## config.mk

```make
export PLATFORM = sky130hd
export DESIGN_NAME = packet_commit_fifo
export DESIGN_NICKNAME = d
export VERILOG_FILES = /design/src/rtl/packet_commit_fifo.sv
export SDC_FILE = /design/constraint.sdc
export NUM_CORES = 2
export LEC_CHECK = 0
export ABC_AREA = 1
export CAP_MARGIN = 10
export CORE_UTILIZATION = 30
export DETAILED_ROUTE_END_ITERATION = 10
export GPL_TIMING_DRIVEN = 0
export MAX_ROUTING_LAYER = met4
export RECOVER_POWER = 50
export SLEW_MARGIN = 30
export SYNTH_ARGS = -nofsm -noshare
export SYNTH_HDL_FRONTEND = slang
export SYNTH_SLANG_ARGS = --single-unit
```

## constraint.sdc

```tcl
create_clock -name clock -period 8.9 [get_ports clock]
set_input_delay 2.67 -clock clock [delete_from_list [all_inputs] [get_ports clock]]
set_output_delay 2.67 -clock clock [all_outputs]
set_load 0.02 [all_outputs]
```

## src/rtl/packet_commit_fifo.sv

```systemverilog
`default_nettype none
// ============================================================================
// Module   : packet_commit_fifo
// Purpose  : Whole-packet store-and-forward buffer. Beats from an Avalon-ST
//            source without backpressure are written speculatively and are
//            published to the output side only after the packet's eop beat
//            is stored. Truncated, malformed or oversized packets are rolled
//            back and dropped. The output is an Avalon-ST source with
//            backpressure, driven from a first-word-fall-through register.
//
// Ports    : clock, reset                  single clock, sync active-high reset
//            in_data/in_valid/in_startofpacket/in_endofpacket/in_empty
//                                          input stream, no ready
//            out_data/out_valid/out_ready/out_startofpacket/out_endofpacket/
//            out_empty                     output stream with backpressure
//            drop_count                    saturating dropped-packet count
//            frame_err                     one-cycle framing-violation pulse
//
// Build    : PACKET_COMMIT_FIFO_STATS_EN defined   -> drop_count/frame_err live
//            PACKET_COMMIT_FIFO_STATS_EN undefined -> both tied to zero
//
// Revision : 1.0  initial release
// ============================================================================
module packet_commit_fifo #(
    parameter int DEPTH_LOG2 = 6,
    parameter int DATA_W     = 32,
    parameter int EMPTY_W    = 2
) (
    input  logic               clock,
    input  logic               reset,
    input  logic [DATA_W-1:0]  in_data,
    input  logic               in_valid,
    input  logic               in_startofpacket,
    input  logic               in_endofpacket,
    input  logic [EMPTY_W-1:0] in_empty,
    output logic [DATA_W-1:0]  out_data,
    output logic               out_valid,
    input  logic               out_ready,
    output logic               out_startofpacket,
    output logic               out_endofpacket,
    output logic [EMPTY_W-1:0] out_empty,
    output logic [15:0]        drop_count,
    output logic               frame_err
);

    localparam int c_PTR_W   = DEPTH_LOG2 + 1;
    localparam int c_ENTRY_W = EMPTY_W + 2 + DATA_W;
    localparam int c_DEPTH   = 1 << DEPTH_LOG2;

    localparam logic [c_PTR_W-1:0] c_FULL = c_PTR_W'(c_DEPTH);

    localparam logic [1:0] c_ST_IDLE    = 2'd0;
    localparam logic [1:0] c_ST_RECV    = 2'd1;
    localparam logic [1:0] c_ST_DISCARD = 2'd2;

    // ------------------------------------------------------------------------
    // Storage and pointers
    // ------------------------------------------------------------------------
    logic [c_ENTRY_W-1:0] r_mem [0:c_DEPTH-1];

    logic [c_PTR_W-1:0] r_wr_ptr;      // speculative write pointer
    logic [c_PTR_W-1:0] r_commit_ptr;  // end of last complete packet
    logic [c_PTR_W-1:0] r_commit_vis;  // commit pointer as seen by read side
    logic [c_PTR_W-1:0] r_rd_ptr;
    logic [1:0]         r_state;

    logic [DATA_W-1:0]  r_out_data;
    logic               r_out_valid;
    logic               r_out_sop;
    logic               r_out_eop;
    logic [EMPTY_W-1:0] r_out_empty;

    // ------------------------------------------------------------------------
    // Write side
    // ------------------------------------------------------------------------
    // An sop arriving mid-packet restarts at commit_ptr, so the space check
    // must be made against that rolled-back position, not the stale wr_ptr.
    logic               w_restart;
    logic [c_PTR_W-1:0] w_base;
    logic [c_PTR_W-1:0] w_base_used;
    logic               w_space;

    assign w_restart   = in_valid && in_startofpacket && (r_state == c_ST_RECV);
    assign w_base      = w_restart ? r_commit_ptr : r_wr_ptr;
    assign w_base_used = w_base - r_rd_ptr;
    assign w_space     = (w_base_used != c_FULL);

    logic [1:0]         w_state_nxt;
    logic [c_PTR_W-1:0] w_wr_ptr_nxt;
    logic [c_PTR_W-1:0] w_commit_ptr_nxt;
    logic               w_mem_we;
    logic [c_PTR_W-1:0] w_mem_waddr;
    logic               w_start;
    logic [1:0]         w_drop_inc;
    logic               w_frame_err;

    always_comb begin
        w_state_nxt      = r_state;
        w_wr_ptr_nxt     = r_wr_ptr;
        w_commit_ptr_nxt = r_commit_ptr;
        w_mem_we         = 1'b0;
        w_mem_waddr      = w_base;
        w_start          = 1'b0;
        w_drop_inc       = 2'd0;
        w_frame_err      = 1'b0;

        if (in_valid) begin
            case (r_state)
                c_ST_RECV: begin
                    if (in_startofpacket) begin
                        // Abandon the open packet, then treat this beat as a
                        // fresh start at the committed boundary.
                        w_wr_ptr_nxt = r_commit_ptr;
                        w_drop_inc   = 2'd1;
                        w_frame_err  = 1'b1;
                        w_start      = 1'b1;
                    end else if (w_space) begin
                        w_mem_we     = 1'b1;
                        w_wr_ptr_nxt = r_wr_ptr + 1'b1;
                        if (in_endofpacket) begin
                            w_commit_ptr_nxt = r_wr_ptr + 1'b1;
                            w_state_nxt      = c_ST_IDLE;
                        end
                    end else begin
                        w_wr_ptr_nxt = r_commit_ptr;
                        w_drop_inc   = 2'd1;
                        w_state_nxt  = in_endofpacket ? c_ST_IDLE : c_ST_DISCARD;
                    end
                end
                c_ST_DISCARD: begin
                    if (in_startofpacket) begin
                        w_frame_err = 1'b1;
                        w_start     = 1'b1;
                    end else if (in_endofpacket) begin
                        w_state_nxt = c_ST_IDLE;
                    end
                end
                default: begin
                    if (in_startofpacket) begin
                        w_start = 1'b1;
                    end else begin
                        w_frame_err = 1'b1;
                    end
                end
            endcase

            if (w_start) begin
                if (w_space) begin
                    w_mem_we     = 1'b1;
                    w_wr_ptr_nxt = w_base + 1'b1;
                    if (in_endofpacket) begin
                        w_commit_ptr_nxt = w_base + 1'b1;
                        w_state_nxt      = c_ST_IDLE;
                    end else begin
                        w_state_nxt = c_ST_RECV;
                    end
                end else begin
                    w_drop_inc  = w_drop_inc + 2'd1;
                    w_state_nxt = in_endofpacket ? c_ST_IDLE : c_ST_DISCARD;
                end
            end
        end
    end

    always_ff @(posedge clock) begin
        if (w_mem_we) begin
            r_mem[w_mem_waddr[DEPTH_LOG2-1:0]] <=
                {in_empty, in_endofpacket, in_startofpacket, in_data};
        end
    end

    // commit_ptr is re-registered before the read side sees it, giving the
    // fixed two-cycle eop-to-out_valid latency.
    always_ff @(posedge clock) begin
        if (reset) begin
            r_state      <= c_ST_IDLE;
            r_wr_ptr     <= '0;
            r_commit_ptr <= '0;
            r_commit_vis <= '0;
        end else begin
            r_state      <= w_state_nxt;
            r_wr_ptr     <= w_wr_ptr_nxt;
            r_commit_ptr <= w_commit_ptr_nxt;
            r_commit_vis <= r_commit_ptr;
        end
    end

    // ------------------------------------------------------------------------
    // Read side: first-word-fall-through output register
    // ------------------------------------------------------------------------
    logic                 w_load;
    logic [c_ENTRY_W-1:0] w_rd_entry;

    assign w_rd_entry = r_mem[r_rd_ptr[DEPTH_LOG2-1:0]];
    assign w_load     = (r_rd_ptr != r_commit_vis) && (!r_out_valid || out_ready);

    always_ff @(posedge clock) begin
        if (reset) begin
            r_rd_ptr    <= '0;
            r_out_valid <= 1'b0;
            r_out_data  <= '0;
            r_out_sop   <= 1'b0;
            r_out_eop   <= 1'b0;
            r_out_empty <= '0;
        end else if (w_load) begin
            r_rd_ptr    <= r_rd_ptr + 1'b1;
            r_out_valid <= 1'b1;
            r_out_data  <= w_rd_entry[DATA_W-1:0];
            r_out_sop   <= w_rd_entry[DATA_W];
            r_out_eop   <= w_rd_entry[DATA_W+1];
            r_out_empty <= w_rd_entry[c_ENTRY_W-1 -: EMPTY_W];
        end else if (out_ready) begin
            r_out_valid <= 1'b0;
        end
    end

    assign out_data          = r_out_data;
    assign out_valid         = r_out_valid;
    assign out_startofpacket = r_out_sop;
    assign out_endofpacket   = r_out_eop;
    assign out_empty         = r_out_empty;

    // ------------------------------------------------------------------------
    // Statistics
    // ------------------------------------------------------------------------
`ifdef PACKET_COMMIT_FIFO_STATS_EN
    logic [15:0] r_drop_count;
    logic        r_frame_err;
    logic [16:0] w_drop_sum;

    assign w_drop_sum = {1'b0, r_drop_count} + {15'd0, w_drop_inc};

    always_ff @(posedge clock) begin
        if (reset) begin
            r_drop_count <= '0;
            r_frame_err  <= 1'b0;
        end else begin
            r_drop_count <= w_drop_sum[16] ? 16'hFFFF : w_drop_sum[15:0];
            r_frame_err  <= w_frame_err;
        end
    end

    assign drop_count = r_drop_count;
    assign frame_err  = r_frame_err;
`else
    logic w_unused_stats;
    assign w_unused_stats = ^{w_drop_inc, w_frame_err};
    assign drop_count     = '0;
    assign frame_err      = 1'b0;
`endif

endmodule
`default_nettype wire

```

==> results_dict.tcl <==
set metrics [dict create \
    drc 0 \
    tightest_slew_ns 3.492 \
    synth-edff-count 2304 \
    critPathCaptureType "flip-flop" \
    dp.cells 11790 \
    critPathMaxFanout 11 \
    r2r_slack_ns 1.80 \
    synth_seq_cells 2371 \
    cpMaxStageDelayCell "clkbuf_1" \
    dr_wl_met2_um 182200 \
    core_area_um2 309900 \
    numCtsBuffers 234 \
    die_area_um2 314700 \
    required_ns 9.72 \
    clockRootBuffer "clkbuf_16" \
    setup_viol 0 \
    finalPower_mw 34.45 \
    hold_violations 0 \
    p_leak_nw 36.17 \
    cp.arrival_ns 7.92 \
    seq_area_frac_synth_pct 75.25 \
    dr.max_layer_used "met4" \
    drtPass1Iterations 6 \
    irDropWorstVdd_uv 203.0 \
    outcome "finished with violations" \
    async_flop_share_pct 0 \
    yosysUniqueCellTypes 38 \
    final_area_um2 112800 \
    initial_utilization_pct 30.25 \
    drtAntennaViolNets 0 \
    path_clk_slew_ns 0.06 \
    hp-class "flip-flop to flip-flop" \
    max_freq_mhz 140.9 \
    min_path_cells 2 \
    syn_inst 7310 \
    wl_per_cell_um 36.18 \
    wl_um 443700 \
    place_congestion 1.057 \
    final_cells 12270 \
    finalSetupTns_ns 0 \
    violations "capacitance limit, slew limit" \
    die_x_um 560.9 \
    layout-drive-gt1-share_pct 11.03 \
    pin_count 94 \
    rr_startpoint "r_rd_ptr[0]$_SDFFE_PP0P_" \
    htree_num_levels 4 \
    synth_area_per_cell_um2 12.82 \
    grt_pass1_wl_um 578400 \
    dp_hpwl_um 325900 \
    multiInputGateArea_um2 21140 \
    timing.final.max_slew_violations 2204 \
    finClkSkew_ns 0.07553 \
    vias_per_cell 5.920 \
    crit_type "flip-flop to flip-flop" \
    holdWs_ns 0.4979 \
    maxSlewHeadroom_pct -132.8 \
    syn_area_um2 93730 \
    vias 72610 \
    holdBufCountCts 0 \
    fin_crit_sh_pct 79.77 \
    start_kind "flip-flop" \
    cts_tree "yes" \
    fillers 29680 \
    cap_violations 61 \
    worstReg2RegEnd "out_data[22]$_SDFFE_PP0P_" \
    overflow 0 \
    whs_endpoint "r_state[1]$_SDFFE_PP0P_" \
    power_density_nw_per_um2 305.4 \
    fp.dieH_um 560.9 \
    met1_length_um 149200 \
    holdCritStartpoint "r_state[1]$_SDFFE_PP0P_" \
    cts_resized 0 \
    seqCellArea_um2 70530 \
    period_minus_slack_ns 7.099 \
    cpMostUsedCell "clkbuf_1" \
    postCtsSetupBuffers 0 \
    placed_area_um2 106000 \
    worstPathCellList "clkbuf_1 > inv_1 > clkbuf_1 > clkbuf_1 > clkbuf_1 > clkbuf_1 > nor2_1 > o211ai_1 > nand3_1 > nand3_1 > nand3_1 > nand3_1 > nand2_1 > inv_1" \
    grt_max_degree 57 \
    numClockSinks 2371 \
    grtUsageTotal_pct 28.00 \
    grt_pass1_vias 64880 \
    insertion_delay_ns 0.95 \
    clockBufferDepth 4 \
    slowest_delay_ns 1.20 \
    drt-initial-drc-count 15000 \
    port_buffers 76 \
    rr_worst_depth 14 \
    rsz0062_at_grt "no" \
    ys_warn_count 0 \
    num_rows 204 \
    antenna_found_initial 56 \
    nets 7956 \
    syn_to_final_growth_pct 20.38 \
    met3_length_um 73750 \
    synthFlopType "edfxtp_1" \
]
==> critical path: cells and delay by family (launching register included) <==
kind	cells	cell delay (ns)
compound gates	1	0.28
buf+inv	7	4.85
flops	1	0.34
simple gates	6	1.45
==> area by class of cell <==
| type | instances | area share (%) |
|---|---|---|
| clock buffers | 281 | 5.437 |
| clock inverters | 146 | 1.271 |
| multi-input cells | 4354 | 18.74 |
| well taps | 4120 | 4.569 |
| diodes | 49 | 0.1087 |
| repair buffers | 343 | 5.020 |
| flip-flops and latches | 2371 | 62.51 |
| inverters | 76 | 0.2528 |
| plain buffers | 525 | 2.093 |
==> layer usage <==
| metal | track usage, % | vias to the layer above |
|---|---|---|
| li1 | - | 28260 |
| met1 | 32.97 | 35860 |
| met4 | 19.24 | 0 |
| met5 | - | - |
| met2 | 39.00 | 6924 |
| met3 | 11.17 | 1571 |
==> synthesized netlist by cell type (17+ instances only) <==
master | count | area [µm²]
buf_2 | 134 | 670.6
nand2_1 | 422 | 1584
nand3_1 | 305 | 1526
o21ai_1 | 17 | 85.08
buf_4 | 38 | 285.3
clkbuf_1 | 329 | 1235
o211ai_1 | 232 | 1742
inv_1 | 70 | 262.8
dfxtp_1 | 67 | 1341
o21ai_0 | 1229 | 6151
a31oi_1 | 20 | 125.1
edfxtp_1 | 2304 | 69190
nor2_1 | 1581 | 5934
o22ai_1 | 312 | 1952
o221ai_1 | 40 | 350.3
buf_1 | 23 | 86.33
a21oi_1 | 103 | 515.5
==> metrics by stage <==
stage	util (%)	setup WS [ns]
2_1_floorplan	-	1.457
3_3_place_gp	32.18	-7.425
3_5_place_dp	34.21	1.053
4_1_cts	36.65	2.003
5_1_grt	36.40	1.593
6_report	36.41	1.801
==> state kept, by name, summed over array words and instances, names as in the netlist <==
signal / flops
out_data: 32
out_empty: 2
out_endofpacket: 1
out_startofpacket: 1
out_valid: 1
r_commit_ptr: 7
r_commit_vis: 7
r_mem: 2304
r_rd_ptr: 7
r_state: 2
r_wr_ptr: 7
==> how the worst max path moves through the flow <==
stage,from,end,cells after the start
finish,r_rd_ptr[0]$_SDFFE_PP0P_,out_data[22]$_SDFFE_PP0P_,14
floorplan,in_startofpacket,r_mem[39][0]$_DFFE_PP_,14
global placement,in_startofpacket,r_mem[63][19]$_DFFE_PP_,15
global route,in_valid,r_mem[57][12]$_DFFE_PP_,18
CTS,in_valid,r_mem[57][12]$_DFFE_PP_,19
detailed placement,in_valid,r_mem[57][28]$_DFFE_PP_,19
==> cell usage in the layout (no fill, tap or decap), types with 131 or more instances in the layout <==
cell type,n
buf_16,146
buf_2,131
clkbuf_1,383
clkbuf_16,236
edfxtp_1,2304
nand2_1,422
nand3_1,305
nor2_1,1524
o211ai_1,232
o21ai_0,1229
o22ai_1,312
==> logic make-up after synthesis <==
family,Yosys count,share of synthesized area (%)
XOR/XNOR,14,0.1308
AO/OA/AOI/OAI,1968,11.82
flip-flops,2371,75.25
other,1,0.004001
buffers and inverters,601,2.746
AND/OR/NAND/NOR,2344,9.907
adder cells (fa/ha/maj),11,0.1468
==> power breakdown <==
part	internal (mW)	switching, mW	total (mW)
sequential	12.4	0.0893	12.5
combinational	2.32	9.52	11.8
clock	5.63	4.47	10.1
No activity file was read; power rests on OpenSTA's default activity.
